[config.mk]
export PLATFORM = sky130hd
export DESIGN_NAME = serial_adder
export DESIGN_NICKNAME = d
export VERILOG_FILES = /design/src/rtl/serial_adder_pkg.sv /design/src/rtl/serial_adder_digit.sv /design/src/rtl/serial_adder.sv
export SDC_FILE = /design/constraint.sdc
export NUM_CORES = 1
export LEC_CHECK = 0
export BUFFER_PORTS_ARGS = -buffer_cell sky130_fd_sc_hd__buf_2
export CAP_MARGIN = 20
export CORE_ASPECT_RATIO = 0.7
export CORE_MARGIN = 5
export CORE_UTILIZATION = 36
export CTS_CLUSTER_SIZE = 20
export DETAILED_ROUTE_END_ITERATION = 12
export SYNTH_ARGS = -nofsm -noshare
export SYNTH_HDL_FRONTEND = slang
export SYNTH_SLANG_ARGS = --single-unit
[constraint.sdc]
create_clock -name clk -period 4.1 [get_ports clk]
set_clock_uncertainty 0.15 [all_clocks]
set_input_delay 0.82 -clock clk [delete_from_list [all_inputs] [get_ports clk]]
set_output_delay 0.82 -clock clk [all_outputs]
set_load 0.03 [all_outputs]
[src/rtl/serial_adder_pkg.sv]
// Shared types and helpers for the digit-serial adder/subtractor.
//   state_t       : FSM state encoding (IDLE, RUN, DONE)
//   cnt_width()   : step-counter width for a given number of RUN steps
package serial_adder_pkg;

  // FSM state encoding
  typedef logic [1:0] state_t;

  localparam state_t IDLE = 2'd0;
  localparam state_t RUN  = 2'd1;
  localparam state_t DONE = 2'd2;

  // Counter width able to hold 0..steps-1, never narrower than one bit
  function automatic int unsigned cnt_width(input int unsigned steps);
    int unsigned w;
    w = (steps <= 1) ? 1 : $clog2(steps);
    return w;
  endfunction

endpackage

[src/rtl/serial_adder_digit.sv]
// Combinational ripple of DIGIT full-adder cells.
//   a, b  : DIGIT-bit operand slices
//   cin   : carry into bit 0
//   sum   : DIGIT-bit sum slice
//   cout  : carry out of the top bit
//   ctop  : carry into the top bit (used for signed overflow)
module adder_digit #(
  parameter int unsigned DIGIT = 2
) (
  input  logic [DIGIT-1:0] a,
  input  logic [DIGIT-1:0] b,
  input  logic             cin,
  output logic [DIGIT-1:0] sum,
  output logic             cout,
  output logic             ctop
);

  logic [DIGIT:0] c;

  assign c[0] = cin;

  // One full-adder cell per bit, carry rippling upward
  for (genvar i = 0; i < DIGIT; i++) begin : g_cell
    assign sum[i] = a[i] ^ b[i] ^ c[i];
    assign c[i+1] = (a[i] & b[i]) | (a[i] & c[i]) | (b[i] & c[i]);
  end

  assign cout = c[DIGIT];
  assign ctop = c[DIGIT-1];

endmodule

[src/rtl/serial_adder.sv]
// Digit-serial adder/subtractor: DIGIT bits per clock through a registered
// carry, start/busy/done handshake.
//   clk, rst_n : clock, asynchronous active-low reset
//   start      : request, accepted only in IDLE or DONE
//   A, B       : operands, captured on an accepted start
//   Cin        : carry-in (ignored when sub=1)
//   sub        : 0 = A+B+Cin, 1 = A-B
//   busy       : high while operating
//   done       : one-cycle pulse when Sum/Cout/Ovf are valid
//   Sum        : result, held until the next result completes
//   Cout       : carry-out (sub mode: 1 = no borrow)
//   Ovf        : two's-complement overflow
module serial_adder
  import serial_adder_pkg::*;
#(
  parameter int unsigned WIDTH = 8,
  parameter int unsigned DIGIT = 2
) (
  input  logic             clk,
  input  logic             rst_n,
  input  logic             start,
  input  logic [WIDTH-1:0] A,
  input  logic [WIDTH-1:0] B,
  input  logic             Cin,
  input  logic             sub,
  output logic             busy,
  output logic             done,
  output logic [WIDTH-1:0] Sum,
  output logic             Cout,
  output logic             Ovf
);

  localparam int unsigned STEPS = WIDTH / DIGIT;
  localparam int unsigned CW    = cnt_width(STEPS);

  // Reject illegal parameter combinations at elaboration
  if (WIDTH < 1 || DIGIT < 1 || (WIDTH % DIGIT) != 0) begin : g_param_check
    $error("serial_adder: DIGIT must be >=1 and divide WIDTH exactly");
  end

  state_t state_q, state_d;

  logic [WIDTH-1:0] a_sh;
  logic [WIDTH-1:0] b_sh;
  logic [WIDTH-1:0] res_sh;
  logic [WIDTH-1:0] res_nxt;
  logic             carry;
  logic [CW-1:0]    cnt;

  logic [DIGIT-1:0] dsum;
  logic             dcout;
  logic             dctop;
  logic             last_c;
  logic             accept_c;

  // Datapath: one digit per cycle from the low end of the operand registers
  adder_digit #(
    .DIGIT (DIGIT)
  ) u_digit (
    .a    (a_sh[DIGIT-1:0]),
    .b    (b_sh[DIGIT-1:0]),
    .cin  (carry),
    .sum  (dsum),
    .cout (dcout),
    .ctop (dctop)
  );

  assign last_c   = (cnt == CW'(STEPS - 1));
  assign accept_c = start && ((state_q == IDLE) || (state_q == DONE));

  // New sum digit enters at the top so the LSB digit lands at bit 0 after STEPS shifts
  assign res_nxt = (res_sh >> DIGIT) | (WIDTH'(dsum) << (WIDTH - DIGIT));

  // State register
  always_ff @(posedge clk or negedge rst_n) begin
    if (!rst_n) begin
      state_q <= IDLE;
    end else begin
      state_q <= state_d;
    end
  end

  // Next-state logic
  always_comb begin
    state_d = state_q;
    case (state_q)
      IDLE:    if (start) state_d = RUN;
      RUN:     if (last_c) state_d = DONE;
      DONE:    state_d = start ? RUN : IDLE;
      default: state_d = IDLE;
    endcase
  end

  // Operand capture, serial processing and result registers
  always_ff @(posedge clk or negedge rst_n) begin
    if (!rst_n) begin
      busy   <= 1'b0;
      done   <= 1'b0;
      Sum    <= '0;
      Cout   <= 1'b0;
      Ovf    <= 1'b0;
      a_sh   <= '0;
      b_sh   <= '0;
      res_sh <= '0;
      carry  <= 1'b0;
      cnt    <= '0;
    end else begin
      busy <= (state_d == RUN);
      done <= (state_d == DONE);

      if (accept_c) begin
        // Subtraction is A + ~B + 1, so invert B and force carry-in
        a_sh   <= A;
        b_sh   <= sub ? ~B : B;
        carry  <= sub ? 1'b1 : Cin;
        res_sh <= '0;
        cnt    <= '0;
      end else if (state_q == RUN) begin
        a_sh   <= a_sh >> DIGIT;
        b_sh   <= b_sh >> DIGIT;
        res_sh <= res_nxt;
        carry  <= dcout;
        cnt    <= cnt + CW'(1);
        if (last_c) begin
          // Final digit holds the MSB, so its top-bit carry-in is the carry into bit WIDTH-1
          Sum  <= res_nxt;
          Cout <= dcout;
          Ovf  <= dctop ^ dcout;
        end
      end
    end
  end

endmodule
==> reports/results.tsv <==
metric	value	unit
Syn Std Cell Area	1680	um2
initial core utilization	0.3794	
Hold Crit Class	reg2reg	
Seq cells post-synth	39	
IR drop worst, VDD	0.2474	mV
Tcrit/Tclk final	0.5172	
Root Driver	clkbuf_8	
routability congestion estimate	0.7271	
I/O pin total	33	
combinational power share	0.420	
post-CTS setup buffer count	0	
post-synthesis cell count	148	
initial antenna violation count	0	
dpl cell area	1841	um2
final net count	200	
design area	1941	um2
FF-to-FF End	b_sh[6]	
R2R Path Start	state_q[0]	
Worst Max-Slew Pin Slew	833.4	ps
pwr dens	838.8	nW/um2
CTS Sinks	39	
n_diodes	0	
status	completed	
crit start category	input port	
Via Count	1137	
Fin. Hold Viols	0	
htree depth	2	
critical path class	in2reg	
dpl ws	1678	ps
syn nets	172	
placed cells	224	
DRC viols	0	
dpl hpwl	2311	um
layout cells sized above 1	0.2542	
worst path required time	4120	ps
hold buffers post-CTS	0	
CTS buffer count	5	
critical path arrival	2140	ps
ANT nets after route	0	
# rows	20	
yosys warns	0	
Post-CTS Resized	0	
switching share of power	0.3974	
largest net degree at the start of global routing	40	
TNS Setup	0	ps
Pint	0.9809	mW
Final WS setup	1979	ps
slew margin rel.	0.4444	
global-route wire length before repair	5720	um
Tot GR Track Use	0.1203	
Reg clk slew, reported paths	80	ps
vias per cell	4.901	
clock latency on the worst-skew pair	290	ps
Max Cap Viol	0	
CP Max Fanout	11	
Wirelength per Cell	14.35	um
CTS tree	yes	
LEAKAGE	0.9539	nW
Core ar.	4429	um2
RSZ-0062 raised after global routing	false	
Max Fclk	471.5	MHz
Switching Power	0.6468	mW
global route total overflow	0	
Area Overhead vs Synth	15.49	%
Seq pwr share	0.409	
worst reg2reg setup slack	2110	ps
port buffer count	32	
Worst Hold Path EP	Ovf	
mean post-synth cell area	11.35	um2
non-filler cells, final	232	
vias in the first global route	1209	
final setup vio count	0	
Hold Path Stages	2	
Total Wirelength	3330	um
sequential element share of the synthesized area	0.5808	
Pre-antenna DRT Iters	4	
Distinct cells, synth	25	
Clock Tree Buf Depth	2	
power share of the clock group	0.172	
crit end category	register	
die height	67.16	um
min Tclk post-route	2121	ps
Max Slew Vio Count	0	
R2R cell count	3	
hold path startpoint	Ovf	
initial drt markers	35	
die area	6156	um2
Die X	91.66	um
==> flip-flops by register name (all words and copies together) (netlist names) <==
name,flops
res_sh,6
Sum,8
a_sh,8
state_q,2
done,1
busy,1
Cout,1
Ovf,1
cnt,2
carry,1
b_sh,8
==> area by class of cell <==
class / count / area (um2)
fill: 423 / 2489
sequential: 39 / 975.9
multi-input combinational: 93 / 616.8
timing repair buffer: 32 / 160.2
clock buffer: 8 / 100.1
tap: 55 / 68.82
inverter: 5 / 18.77
==> power by group through the flow <==
stage                     Clock (mW)  Sequential, mW  Combinational [mW]
after floorplan                    0           0.759               0.452
after global placement             0           0.667               0.665
after detailed placement           0           0.672               0.692
after CTS                      0.286           0.667               0.693
after global routing           0.304           0.690               0.761
final                          0.280           0.665               0.683
==> synthesized netlist by cell type <==
library cell | n | area, um2
nand3b_2 | 1 | 11.26
a31oi_1 | 9 | 56.30
o21ai_0 | 7 | 35.03
a22o_1 | 10 | 87.58
ha_1 | 1 | 12.51
mux2_2 | 5 | 56.30
mux2_1 | 2 | 22.52
o211ai_1 | 1 | 7.510
a22oi_1 | 2 | 15.01
nor2b_1 | 1 | 6.260
nor3_1 | 1 | 5.000
buf_2 | 7 | 35.03
o2bb2ai_1 | 1 | 8.760
nand2_1 | 23 | 86.33
buf_4 | 3 | 22.52
buf_6 | 1 | 11.26
xor2_1 | 9 | 78.83
nor2_1 | 10 | 37.54
nand3_1 | 4 | 20.02
and2b_1 | 1 | 7.510
dfrtp_1 | 39 | 975.9
nand2b_1 | 2 | 12.51
fa_1 | 2 | 40.04
a221o_1 | 1 | 10.01
inv_1 | 5 | 18.77
==> worst max-delay path by stage <==
stage	end	cells past startpoint	slack, ps	startpoint
after global routing	b_sh[6]	4	1810	start
after floorplan	b_sh[6]	5	2330	start
after detailed placement	b_sh[6]	4	1680	start
after CTS	b_sh[6]	4	1990	start
final	b_sh[6]	4	1980	start
after global placement	b_sh[6]	4	1790	start
==> critical path, stage by stage <==
cell and delay (ps):
buf_2 80, nor2b_1 550, nor2_1 370, a22o_1 320
==> metal layers <==
layer,global-route usage,share of wire
met1,0.1575,0.48
met2,0.1847,0.45
met3,0.04343,0.064
met4,0.04511,0.011
met5,0,0
==> cells by family (layout without fill, tap and decap cells) <==
kind of cell             count (synthesis)  after routing  synth area share
AO/OA/AOI/OAI                           31             31            0.1310
XOR/XNOR                                 9              9           0.04691
adder cells (fa/ha/maj)                  3              3           0.03127
buffers and inverters                   16             45           0.05212
flip-flops                              39             39            0.5808
multiplexers                             7              7           0.04691
AND/OR/NAND/NOR                         43             43            0.1109
==> cells in the final DEF, fill, tap and decap left out <==
master     count
mux2_2         5
o2bb2ai_1      1
ha_1           1
xor2_1         9
nor2_1        10
buf_2         32
a22oi_1        2
nand2b_1       2
nand3b_2       1
inv_1          5
nor2b_1        1
clkbuf_8       7
a22o_1        10
a31oi_1        9
nand2_1       23
nand3_1        4
clkbuf_1       1
dfrtp_1       39
o211ai_1       1
fa_1           2
mux2_1         2
a221o_1        1
o21ai_0        7
and2b_1        1
nor3_1         1
==> stage by stage <==
| step | hold slack [ps] | power, mW | util |
|---|---|---|---|
| floorplan | 311.7 | 1.211 | - |
| finish | 328.6 | 1.628 | 0.4381 |
| global placement | 311.8 | 1.332 | 0.4155 |
| CTS | 333.7 | 1.646 | 0.4381 |
| detailed placement | 316.2 | 1.364 | 0.4155 |
| global route | 373.5 | 1.755 | 0.4381 |
(Power assumes the default switching activity.)
